==> src/rtl/gain_ramp_ctrl.sv <==
// Gain sequencer for the FSK/PSK scaler: clamps written targets and ramps each
// channel's gain toward its target in bounded steps on a shared prescaled tick.
module gain_ramp_ctrl #(
  parameter int GAIN_W   = 9,
  parameter int MAX_GAIN = 102,
  parameter int STEP     = 1,
  parameter int RATE_DIV = 1000
) (
  input  logic              clk,
  input  logic              rst,
  input  logic              wr_valid,
  output logic              wr_ready,
  input  logic              wr_sel,
  input  logic [GAIN_W-1:0] wr_gain,
  output logic [GAIN_W-1:0] gain_fsk,
  output logic [GAIN_W-1:0] gain_psk,
  output logic [1:0]        ramp_busy,
  output logic [1:0]        ramp_done,
  output logic              clamp_hit
);

  // state  | meaning
  // S_IDLE | gain equals target, waiting for a write
  // S_RAMP | gain moves toward target by up to STEP on each tick
  typedef enum logic {S_IDLE, S_RAMP} state_t;

  localparam int                CNT_W    = (RATE_DIV > 1) ? $clog2(RATE_DIV) : 1;
  localparam logic [CNT_W-1:0]  CNT_LAST = CNT_W'(RATE_DIV - 1);
  localparam logic [GAIN_W-1:0] MAX_G    = GAIN_W'(MAX_GAIN);
  localparam logic [GAIN_W-1:0] STEP_G   = GAIN_W'(STEP);

  logic [CNT_W-1:0]  cnt_q;
  logic              tick;
  logic              accept;
  logic              wr_over;
  logic [GAIN_W-1:0] wr_clamped;

  state_t            state_q [2];
  state_t            state_d [2];
  logic [GAIN_W-1:0] gain_q  [2];
  logic [GAIN_W-1:0] gain_d  [2];
  logic [GAIN_W-1:0] tgt_q   [2];
  logic [GAIN_W-1:0] tgt_d   [2];
  logic [GAIN_W-1:0] diff    [2];
  logic [GAIN_W-1:0] mag     [2];
  logic              hit     [2];
  logic              done_q  [2];
  logic              done_d  [2];

  assign tick       = (cnt_q == CNT_LAST);
  assign accept     = wr_valid && wr_ready;
  assign wr_over    = (wr_gain > MAX_G);
  assign wr_clamped = wr_over ? MAX_G : wr_gain;

  always_comb begin
    for (int ch = 0; ch < 2; ch++) begin
      state_d[ch] = state_q[ch];
      gain_d[ch]  = gain_q[ch];
      tgt_d[ch]   = tgt_q[ch];
      done_d[ch]  = 1'b0;
      hit[ch]     = accept && (int'(wr_sel) == ch);
      diff[ch]    = (gain_q[ch] > tgt_q[ch]) ? (gain_q[ch] - tgt_q[ch]) : (tgt_q[ch] - gain_q[ch]);
      mag[ch]     = (diff[ch] < STEP_G) ? diff[ch] : STEP_G;
      case (state_q[ch])
        S_IDLE: begin
          if (hit[ch]) begin
            tgt_d[ch] = wr_clamped;
            if (wr_clamped != gain_q[ch]) state_d[ch] = S_RAMP;
            else                          done_d[ch]  = 1'b1;
          end
        end
        S_RAMP: begin
          // The step on a tick uses the target held before any same-edge write.
          if (tick) begin
            gain_d[ch] = (gain_q[ch] > tgt_q[ch]) ? (gain_q[ch] - mag[ch]) : (gain_q[ch] + mag[ch]);
          end
          if (hit[ch]) tgt_d[ch] = wr_clamped;
          if (tick && (gain_d[ch] == tgt_d[ch])) begin
            state_d[ch] = S_IDLE;
            done_d[ch]  = 1'b1;
          end
        end
        default: state_d[ch] = S_IDLE;
      endcase
    end
  end

  always_ff @(posedge clk) begin
    if (rst) begin
      cnt_q     <= '0;
      wr_ready  <= 1'b0;
      clamp_hit <= 1'b0;
      for (int ch = 0; ch < 2; ch++) begin
        state_q[ch] <= S_IDLE;
        gain_q[ch]  <= '0;
        tgt_q[ch]   <= '0;
        done_q[ch]  <= 1'b0;
      end
    end else begin
      cnt_q     <= tick ? '0 : (cnt_q + CNT_W'(1));
      wr_ready  <= !accept;
      clamp_hit <= accept && wr_over;
      for (int ch = 0; ch < 2; ch++) begin
        state_q[ch] <= state_d[ch];
        gain_q[ch]  <= gain_d[ch];
        tgt_q[ch]   <= tgt_d[ch];
        done_q[ch]  <= done_d[ch];
      end
    end
  end

  assign gain_fsk  = gain_q[0];
  assign gain_psk  = gain_q[1];
  assign ramp_busy = {state_q[1] == S_RAMP, state_q[0] == S_RAMP};
  assign ramp_done = {done_q[1], done_q[0]};

endmodule

==> config.mk <==
export PLATFORM = sky130hd
export DESIGN_NAME = gain_ramp_ctrl
export DESIGN_NICKNAME = d
export VERILOG_FILES = /design/src/rtl/gain_ramp_ctrl.sv
export SDC_FILE = /design/constraint.sdc
export NUM_CORES = 1
export LEC_CHECK = 0
export BUFFER_PORTS_ARGS = -buffer_cell sky130_fd_sc_hd__buf_2
export CORE_MARGIN = 1.5
export CORE_UTILIZATION = 55
export DETAILED_ROUTE_END_ITERATION = 6
export PLACE_DENSITY = 0.77
export SYNTH_ARGS = -nofsm -noshare
export SYNTH_HDL_FRONTEND = slang
export SYNTH_SLANG_ARGS = --single-unit
==> constraint.sdc <==
create_clock -name clk -period 5.2 [get_ports clk]
set_clock_uncertainty 0.15 [all_clocks]
set_input_delay 1.56 -clock clk [delete_from_list [all_inputs] [get_ports clk]]
set_output_delay 1.56 -clock clk [all_outputs]
set_load 0.1 [all_outputs]
======== Word level (Yosys, flattened, before mapping) ========
Memory sizes are Yosys's and may differ from the RTL's.
Index checks and enable logic that the tools add are counted.
word-level totals
  word-level logic and storage cells ...... 91
  bits in registers ....................... 12
  memories kept ........................... 4
  RAM bits ................................ 40
memories
  memory   depth  width  read ports  clocked after Yosys merged registers in  wr ports  RTL line  RTL
  gain_q   2      9      2           0                                        2         40        logic [GAIN_W-1:0] gain_q [2];
  tgt_q    2      9      2           0                                        2         42        logic [GAIN_W-1:0] tgt_q [2];
  done_q   2      1      2           0                                        2         47        logic done_q [2];
  state_q  2      1      2           0                                        2         38        state_t state_q [2];
operators by class
  equal/unequal tests ..................... 5
  add/sub/neg operators ................... 9
  mux-type cells .......................... 46
  bitwise gates (word level) .............. 11
  order comparisons ....................... 5
  reduce and logical (&&, ||, !) cells .... 8
operators by type and width
  cell                   number
  $mux 9                 21
  $sub 9x9->9            6
  $pmux 9 s2             2
  $mux 1                 19
  $add 9x9->9            2
  $eq 9x9->1             2
  $gt 9x9->1             2
  $lt 9x1->1 const B     2
  $ne 9x9->1             2
  $add 10x1->10 const B  1
  $eq 10x10->1 const B   1
  $gt 9x7->1 const B     1
  $or 1x1->1             8
  $pmux 1 s2             4
  $logic_and 1x1->1      6
  $not 1->1              3
  $reduce_or 2->1        1
  $logic_not 1->1        1

======== Longest topological paths before layout ========
  depth in word-level cells ............... 13
  mapped depth ............................ 24
  mapped depth without buffers ............ 24

======== Least setup slack after synthesis ========
Ideal clock, no wire load.
  kind .................................... reg2reg
  from .................................... memory gain_q[1][1], in the netlist gain_q[0][10]
  to ...................................... memory done_q[1][0], in the netlist done_q[0][1]
  arrival time ............................ 5.442 ns
  path slack .............................. -0.451 ns
  cell stages (with the launch flop) ...... 23
  path through ............................ dfxtp_1 > inv_1 > ha_1 > nand3b_2 > a211oi_2 > o21ai_1 > a211o_1 > buf_6 > mux2i_4 > xor2_2 > nor3b_1 > ha_1 > and2_1 > inv_1 > fa_1 > nand2b_1 > a21oi_1 > nor3_1 > or4b_1 > mux2i_1 > xnor2_1 > a2111oi_4 > o21ba_1
RTL lines
  what         RTL line
  from (decl)  40
  to (decl)    47

==> results.txt <==
For the pin with the worst max-slew slack, the measured transition is 942 ps. The share of flip-flops with an asynchronous set or reset came out at 0%. The number of distinct library cells after synthesis came out at 78. The number of antenna-violating nets in the routed design came out at 0. From left edge to right edge, the die measures 98.8 um. The aggregate routed wire length came out at 14600 um. The average routed wire per standard cell is 17.7 um.

The top fanout value on the critical path is 5. The first detailed-routing pass took 7 iterations. The chip height came out at 98.8 um.

The register area came out at 1070 um2. The number of I/O pins came out at 37. The final worst-path setup slack came out at 140 ps. The maximum ir drop on the vdd rail came out at 0.120 mV. At the worst endpoint, the arrival time is 5140 ps.

Port buffering added 36 buffers. The master cell of the clock root buffer is clkbuf_8. After clock tree synthesis, the clock-pin slew on the worst setup and hold paths is 120 ps. The max-slew violation total from the final report came out at 0.

In this run the tightest slew margin relative to its limit is 36.7%. The met2 track demand over resource in global routing is 45.1%. Across every metal layer, demand over resource in global routing totals 28.0%. The total CTS buffers came out at 5. The required time of the critical path is 5280 ps. The worst setup path is captured at a flop. The synthesized area per cell came out at 7.68 um2. The first global-routing pass estimated 22300 um of wire.

The number of hold buffers added after CTS was 0. Prior to clock tree synthesis, the placed netlist has a worst setup slack of -84.7 ps. Detailed placement finished with a half-perimeter wire length of 10600 um. In this run the static leakage power is 2.45 nW. The cell count after synthesis came out at 658.

The count of H-tree levels built during CTS is 2. The starting density of the core came out at 57.4%. At the end of routability-driven placement, the weighted congestion stood at 0.932. The routing usage on met1 came out at 39.3%. The met3 capacity usage during global routing is 5.25%. The peak clock frequency supported by timing is 0.198 GHz. The finished cells cover 6140 um2. The number of antenna repair diodes came out at 0. The min-delay analysis places its worst path in the category flop to flop. The maximum clock path buffer count is 2. The CTS tree is yes.

The net count of the finished layout is 789. The growth of design area from synthesis to finish came out at 21.5%. The ratio of total power to cell area came out at 180 nW/um2. The number of fill cells came out at 675. The final reports fail on DRC. The pin count of the biggest net entering global routing is 46.

The number of global-route vias before repair came to 4593. The die area is 9770 um2. In the routed layout, each cell is associated on average with a via count of 6.14. Setup repair after global routing could not meet its margin everywhere. The clock net sink count came out at 52. In the synthesized netlist the dominant register cell turns out to be dfxtp_1.

Setup violations remaining at the end of the flow were counted as 0. The residual overflow from global routing came out at 0. The placed instances occupy a cell area of 5430 um2. The number of DRC violations after detailed routing is 3. The number of design-rule violations left by the first detailed-router iteration is 381. After synthesis the netlist holds a flip-flop and latch count of 52. The initial antenna violation count came out at 1. The area of the placeable core is 8810 um2. The share of the core filled with cells is 69.7%. The final count of hold timing violations is 0. The clock period could shrink to 5060 ps.

The category of the worst setup path launch point is a flop. The layer flagged by global routing as most heavily used is met2. The multi-input combinational cells in the finished layout cover a total of 4140 um2. The flow ran to the end, but the final reports show violations.

The count of standard-cell rows is 34. Of the cells placed in the final design, the portion with a size suffix greater than 1 is 26.4%. The synthesized design contains 0 enable-type register cells.

After layout, the worst path uses 97.3% of the clock period. The detailed-route via count is 5059. The total standard cell area after synthesis is 5050 um2. The insertion delay to the later sink of the worst-skew pair came out at 320 ps.

By startpoint and endpoint, the worst setup path is classified as flop to flop. The synthesis warning total is 0. The share of the Yosys chip area taken by registers is 20.6%.

Max-cap violations in this run came to 0.
layout make-up:
| type | instances | share of cell area (%) |
|---|---|---|
| multi-input combinational | 527 | 67.5 |
| sequential | 52 | 17.5 |
| timing repair buffer | 74 | 7.91 |
| inverter | 55 | 3.43 |
| tap | 108 | 2.20 |
| clock buffer | 5 | 1.12 |
| clock inverter | 3 | 0.428 |
through the flow:
stage | power, mW | setup TNS (ps) | std cells | hold WS (ps)
2_1_floorplan | 0.694 | -3.06 | 659 | 280
3_3_place_gp | 0.762 | -1.28 | 800 | 295
3_5_place_dp | 0.772 | -166 | 800 | 305
4_1_cts | 1.02 | 0 | 808 | 332
5_1_grt | 1.16 | -275 | 824 | 368
6_report | 1.10 | 0 | 824 | 332
critical path, stage by stage (launching register included):
cell	delay, ps
dfxtp_4	380
inv_2	70
ha_4	130
inv_2	40
fa_2	400
a21o_1	200
a21oi_2	160
o21bai_2	120
a221oi_2	280
a21oi_2	70
a2111oi_4	360
and2_4	220
a31o_4	100
ha_4	150
buf_6	110
nor4_4	40
ha_1	390
o21ai_4	110
buf_12	130
a21oi_4	30
o21a_1	210
o41ai_2	320
xnor2_1	230
and3_1	200
o2111ai_1	130
and2_1	210
cell families (layout without fill, tap and decap cells):
logic type / Yosys count / in the layout / synth area share, %
xor+xnor: 61 / 61 / 10.7
mux: 3 / 3 / 0.867
buf+inv: 80 / 137 / 6.71
other cells: 1 / 2 / 0.0742
compound gates: 147 / 147 / 19.8
simple gates: 253 / 253 / 25.2
fa+ha+maj: 61 / 61 / 16.0
flops: 52 / 52 / 20.6
path summary, 6_finish.rpt:
path                     start             to  slack, ps  depth (start not counted)
setup / recovery  gain_q[0][0]  state_q[0][0]        140                         25
hold / removal        cnt_q[0]       cnt_q[0]        330                          1
setup reg to reg  gain_q[0][0]  state_q[0][0]        140                         25
hold reg to reg       cnt_q[0]       cnt_q[0]        330                          1
timing repair:
action,CTS,global route
pin swaps,0,54
endpoints found under the setup margin,2,6
setup buffers,0,16
gates resized for setup,8,92
gates cloned,0,0
registers in the layout, summed over array words and instances (netlist names):
register   flops
clamp_hit      1
cnt_q         10
gain_q        18
done_q         2
wr_ready       1
tgt_q         18
state_q        2
synth_stat cells, drive strengths merged (6+ instances only):
cell / instances / area share (%)
a21oi: 58 / 5.9
or2: 8 / 0.99
nor2: 83 / 6.2
nor4: 10 / 1.7
xnor2: 36 / 6.2
buf: 11 / 1.6
nor2b: 10 / 1.2
o21ai: 20 / 2.0
dfxtp: 52 / 21
nor3: 29 / 2.9
clkbuf: 14 / 1.1
nand3: 27 / 2.7
xor2: 25 / 4.5
a31oi: 14 / 1.7
nand2: 38 / 2.9
nand2b: 8 / 0.99
inv: 55 / 4.1
nand4: 6 / 0.74
fa: 6 / 2.4
ha: 55 / 14
report_power, final:
part	internal, mW	leakage [nW]	switching (mW)
logic	0.195	1.97	0.246
registers	0.403	0.430	0.00971
clock network	0.0985	0.0487	0.151
metal layers:
metal  up-vias  part of all wire [%]
met4         0                   1.9
li1       2421                     -
met5         -                     0
met3        32                   7.6
met1      2383                    44
met2       223                    46
layout by cell type, fill, tap and decap left out, drive strengths merged, types with 3 or more instances in the layout:
cell type and n:
o2111ai 4, o21a 3, dfxtp 52, o41ai 4, and2 5, fa 6, o21bai 3, nand2b 8
a31o 3, or3 5, inv 55, o21ai 20, o211ai 5, xor2 25, a2111oi 3, nor2b 10
nor4 10, nand3 27, buf 74, nand2 38, a21o 4, nand3b 5, and3 5, ha 55
xnor2 36, a21oi 58, o31ai 3, clkbuf 5, nor3 29, or2 8, a31oi 14, nor2 83
a211oi 5, nor3b 3, nand4 6
(Power assumes the default switching activity.)
